<file path="src/rtl/aes_ct_fifo.sv">
// Ciphertext result FIFO behind the AES-192 core, with a word-addressed register port.
// Define AES_CT_FIFO_TIMESTAMP_EN to tag each entry with a free-running cycle count.
module aes_ct_fifo #(
    parameter int DEPTH = 4,
    parameter int CNT_W = $clog2(DEPTH) + 1
) (
    input  logic         clk_i,
    input  logic         rst_ni,
    input  logic [127:0] ct_i,
    input  logic         ct_valid_i,
    input  logic [1:0]   reglk_i,
    input  logic [31:0]  addr_i,
    input  logic         write_i,
    input  logic [31:0]  wdata_i,
    output logic [31:0]  rdata_o,
    output logic         irq_o
);

    localparam int PTR_W = $clog2(DEPTH);

    logic [PTR_W-1:0] wr_ptr, rd_ptr;
    logic [CNT_W-1:0] count, count_nxt;
    logic             overflow, overflow_nxt;
    logic             ct_valid_q;
    logic             armed_q;
    logic             irq_q;
    logic [127:0]     mem [DEPTH];

    logic [2:0] word;
    logic       ctrl_wr, pop_req, clr_req, flush_req;
    logic       cap, empty, full, do_push, do_pop, drop;
    logic [127:0] head;
    logic       unused_bits;

    assign word        = addr_i[4:2];
    assign unused_bits = ^{addr_i[31:5], addr_i[1:0], wdata_i[31:3]};

    assign ctrl_wr   = write_i && (word == 3'd5) && !reglk_i[1];
    assign pop_req   = ctrl_wr && wdata_i[0];
    assign clr_req   = ctrl_wr && wdata_i[1];
    assign flush_req = ctrl_wr && wdata_i[2];

    // armed_q suppresses a capture on the first clock after reset, so a valid
    // level that is already high at release is absorbed rather than captured.
    assign cap   = ct_valid_i && !ct_valid_q && armed_q;
    assign empty = (count == '0);
    assign full  = (count == CNT_W'(DEPTH));

    assign do_pop  = pop_req && !empty && !flush_req;
    assign do_push = cap && !flush_req && (!full || do_pop);
    assign drop    = cap && !flush_req && full && !do_pop;

    always_comb begin
        count_nxt = count;
        if (flush_req) begin
            count_nxt = '0;
        end else if (do_push && !do_pop) begin
            count_nxt = count + CNT_W'(1);
        end else if (do_pop && !do_push) begin
            count_nxt = count - CNT_W'(1);
        end
    end

    always_comb begin
        overflow_nxt = overflow;
        if (drop) begin
            overflow_nxt = 1'b1;
        end else if (clr_req) begin
            overflow_nxt = 1'b0;
        end
    end

    always_ff @(posedge clk_i or negedge rst_ni) begin
        if (!rst_ni) begin
            wr_ptr     <= '0;
            rd_ptr     <= '0;
            count      <= '0;
            overflow   <= 1'b0;
            ct_valid_q <= 1'b0;
            armed_q    <= 1'b0;
            irq_q      <= 1'b0;
        end else begin
            ct_valid_q <= ct_valid_i;
            armed_q    <= 1'b1;
            count      <= count_nxt;
            overflow   <= overflow_nxt;
            irq_q      <= (count_nxt != '0);
            if (flush_req) begin
                wr_ptr <= '0;
                rd_ptr <= '0;
            end else begin
                if (do_push) wr_ptr <= wr_ptr + PTR_W'(1);
                if (do_pop)  rd_ptr <= rd_ptr + PTR_W'(1);
            end
        end
    end

    always_ff @(posedge clk_i) begin
        if (do_push) mem[wr_ptr] <= ct_i;
    end

    assign head  = mem[rd_ptr];
    assign irq_o = irq_q;

`ifdef AES_CT_FIFO_TIMESTAMP_EN
    logic [31:0] ts_cnt;
    logic [31:0] ts_mem [DEPTH];

    always_ff @(posedge clk_i or negedge rst_ni) begin
        if (!rst_ni) begin
            ts_cnt <= '0;
        end else begin
            ts_cnt <= ts_cnt + 32'd1;
        end
    end

    always_ff @(posedge clk_i) begin
        if (do_push) ts_mem[wr_ptr] <= ts_cnt;
    end
`endif

    always_comb begin
        rdata_o = '0;
        if (!reglk_i[0]) begin
            case (word)
                3'd0: begin
                    rdata_o[0]          = empty;
                    rdata_o[1]          = full;
                    rdata_o[2]          = overflow;
                    rdata_o[8 +: CNT_W] = count;
                end
                3'd1: rdata_o = empty ? 32'h0 : head[31:0];
                3'd2: rdata_o = empty ? 32'h0 : head[63:32];
                3'd3: rdata_o = empty ? 32'h0 : head[95:64];
                3'd4: rdata_o = empty ? 32'h0 : head[127:96];
`ifdef AES_CT_FIFO_TIMESTAMP_EN
                3'd6: rdata_o = empty ? 32'h0 : ts_mem[rd_ptr];
`endif
                default: rdata_o = '0;
            endcase
        end
    end

endmodule

</file>
<file path="config.mk">
export PLATFORM = sky130hd
export DESIGN_NAME = aes_ct_fifo
export DESIGN_NICKNAME = d
export VERILOG_FILES = /design/src/rtl/aes_ct_fifo.sv
export SDC_FILE = /design/constraint.sdc
export NUM_CORES = 1
export LEC_CHECK = 0
export BUFFER_PORTS_ARGS = -buffer_cell sky130_fd_sc_hd__buf_2
export CORE_MARGIN = 1
export CORE_UTILIZATION = 25
export DETAILED_ROUTE_END_ITERATION = 12
export PLACE_DENSITY = 0.41
export SLEW_MARGIN = 20
export SYNTH_ARGS = -nofsm -noshare
export SYNTH_HDL_FRONTEND = slang
export SYNTH_SLANG_ARGS = --single-unit
export TNS_END_PERCENT = 30
</file>
<file path="constraint.sdc">
create_clock -name clk_i -period 17.11 [get_ports clk_i]
set_input_delay 0.8555 -clock clk_i [delete_from_list [all_inputs] [get_ports clk_i]]
set_output_delay 0.8555 -clock clk_i [all_outputs]
set_load 0.005 [all_outputs]
</file>
==> flow_summary.json <==
{
  "outcome": "complete, no violations",
  "die-area_um2": 81700,
  "drc": 0,
  "preCtsSetupSlack_ns": 12.24,
  "post_cts_buffers": 0,
  "required_ns": 16.25,
  "maxCapViolCount": 0,
  "yosys_warnings": 0,
  "skew_ns": 0.0417,
  "antenna_left": 0,
  "avgSynthCellArea_um2": 22.5,
  "worstSkewPairLatency_ns": 0.62,
  "r2r_start": "count[0]",
  "timing.hold.ws_ns": 0.101,
  "synth_flop_cell": "edfxtp_1",
  "io_pins": 231,
  "setup_viol": 0,
  "setup_slack_ns": 12.10,
  "routedWlPerCell_um": 22.9,
  "cts.clk_slew.worst_paths_ns": 0.06,
  "cpMostUsedCell": "buf_4",
  "die_y_um": 286,
  "start_util_pct": 25.4,
  "synth.distinct_cells": 51,
  "die_x_um": 286,
  "multi_input_area_um2": 4220,
  "fin_crit_ns": 5.01,
  "cp-end-kind": "output pin",
  "overflow": 0,
  "syn_area_um2": 20100,
  "grt_use_total_pct": 12.3,
  "worst_slew_pin_slew_ns": 1.06,
  "timing.fmax_ghz": 0.200,
  "grt_max_degree": 129,
  "rsz0062_at_grt": "false",
  "crit_path_start_kind": "register",
  "dp_hpwl_mm": 28.5,
  "finalSetupTns_ns": 0,
  "slew_headroom_pct": 29.2,
  "first_pass_iters": 5,
  "htree_levels": 2,
  "drt-initial-drc-count": 533,
  "hold_class": "in -> async",
  "hold_viol_final": 0,
  "critPathMaxFanout": 50,
  "max_stage_delay_ns": 0.78,
  "finish.utilization_pct": 30.4,
  "antenna_found_initial": 21,
  "cts_tree": "yes",
  "layout_common_cells": "edfxtp_1 (512), buf_2 (172), mux4_2 (128)",
  "layout.nets": 1299,
  "final-seq-area_um2": 15700,
  "grt_pass1_wl_mm": 72.0,
  "vias": 9649,
  "cts-root-buf": "clkbuf_16",
  "grt_pass1_vias": 10300,
  "crit_type": "reg -> out",
  "critPathLaunch": "rd_ptr[1]",
  "synth_seq_area_share_pct": 77.7,
  "cts_buffers": 59,
  "ir_drop_mv": 0.0780,
  "layout_commonest_cell": "edfxtp_1",
  "synth-async-reset-ratio_pct": 2.10,
  "slew_violations": 0,
  "min_period_over_period_pct": 29.3,
  "core-area_um2": 79400,
  "via_per_inst": 4.40,
  "gp_congestion": 0.756,
  "placementRows": 103,
  "crit_path_top_delay_cell": "dfrtp_4",
  "post_cts_resized": 0,
  "fillCellCount": 7792,
  "ff2ff_path_depth": 9,
  "synthToLayoutAreaGrowth_pct": 19.8,
  "p_leak_nw": 7.86,
  "clk_path_buf_depth": 3,
  "finalWirelength_mm": 50.3,
  "hold_buffers": 0,
  "ys_seq_elements": 523,
  "path_cells": "buf_4 > buf_4 > mux4_2 > a22oi_1 > a21oi_1 > buf_2",
  "drive_above_1_share_pct": 35.8,
  "portBuffers": 172,
  "cellPowerDensity_nw_per_um2": 124,
  "syn_inst": 893,
  "synthesis.nets": 1098,
  "crit_arrival_ns": 4.16,
  "cts.sinks": 523,
  "synth-edff-count": 512
}
-- cell families (layout without fill, tap and decap cells) --
| family | Yosys count | in the layout | share of synthesized area, % |
|---|---|---|---|
| AO/OA/AOI/OAI | 119 | 119 | 4.18 |
| buffers and inverters | 59 | 305 | 1.57 |
| AND/OR/NAND/NOR | 50 | 50 | 1.45 |
| multiplexers | 132 | 132 | 14.5 |
| adder cells (fa/ha/maj) | 7 | 7 | 0.435 |
| XOR/XNOR | 2 | 2 | 0.0870 |
| other | 1 | 5 | 0.0186 |
| flip-flops | 523 | 523 | 77.7 |
-- synthesized netlist by cell type, types with 2 or more instances --
master | number | area [µm²]
a2111oi_0 | 2 | 17.5
a21o_1 | 2 | 15.0
a21oi_1 | 35 | 175
a221o_1 | 2 | 20.0
a22o_1 | 4 | 35.0
a22oi_1 | 59 | 443
and2_1 | 2 | 12.5
and2b_1 | 2 | 15.0
buf_2 | 18 | 90.1
buf_4 | 13 | 97.6
buf_6 | 3 | 33.8
clkbuf_1 | 13 | 48.8
dfrtp_1 | 11 | 275
edfxtp_1 | 512 | 15400
ha_1 | 7 | 87.6
inv_1 | 11 | 41.3
mux2i_1 | 4 | 40.0
mux4_2 | 128 | 2880
nand2_1 | 10 | 37.5
nand2b_1 | 3 | 18.8
nand3_1 | 2 | 10.0
nor2_1 | 12 | 45.0
nor3_1 | 5 | 25.0
o21ai_0 | 4 | 20.0
or3_1 | 2 | 12.5
xnor2_1 | 2 | 17.5
-- path summary, 6_finish.rpt --
check | to | slack [ns]
setup / recovery | rdata_o[21] | 12.10
hold / removal | wr_ptr[1] | 0.10
setup reg to reg | mem[1][89] | 12.61
hold reg to reg | overflow | 0.51
max in group asynchronous | rd_ptr[1] | 16.76
min in group clk_i | ct_valid_q | 0.37
-- area by class of cell --
class | count | share of cell area [%]
clock inverter | 34 | 1.25
inverter | 12 | 0.187
timing repair buffer | 187 | 4.24
multi-input combinational | 311 | 17.5
tap | 1050 | 5.45
clock buffer | 72 | 6.41
antenna | 4 | 0.0415
sequential | 523 | 64.9
-- flip-flops by register name, indices dropped and copies added (netlist names) --
| name | count |
|---|---|
| armed_q | 1 |
| irq_o | 1 |
| rd_ptr | 2 |
| mem | 512 |
| count | 3 |
| wr_ptr | 2 |
| overflow | 1 |
| ct_valid_q | 1 |
-- per-stage QoR --
stage / instances / area, µm² / power [mW]
floorplan: 893 / 20100 / 1.72
global placement: 2083 / 22300 / 1.82
detailed placement: 2083 / 22300 / 1.83
CTS: 2189 / 24100 / 3.05
global route: 2190 / 24100 / 3.11
finish: 2193 / 24100 / 2.99
-- worst max-delay path: cells and delay by family, from the launching register on --
family          cells  cell delay (ns)
flops               1             0.78
mux                 1             0.41
buf+inv             3             1.70
compound gates      2             0.54
-- layer usage --
layer	vias up	wire (µm)	GRT usage, %	part of all wire, %
met1	5063	20200	14.8	40
met5	-	190	0	0.38
met3	93	3650	4.11	7.3
met4	30	978	3.03	1.9
li1	4239	-	-	-
met2	224	25300	21.0	50
-- where the power goes --
group	internal, mW	total, mW	switching [mW]	leakage (nW)
sequential	1.49	1.51	0.0271	4.74
combinational	0.114	0.273	0.159	2.22
clock	0.711	1.21	0.495	0.897
No activity file was read; power rests on OpenSTA's default activity.
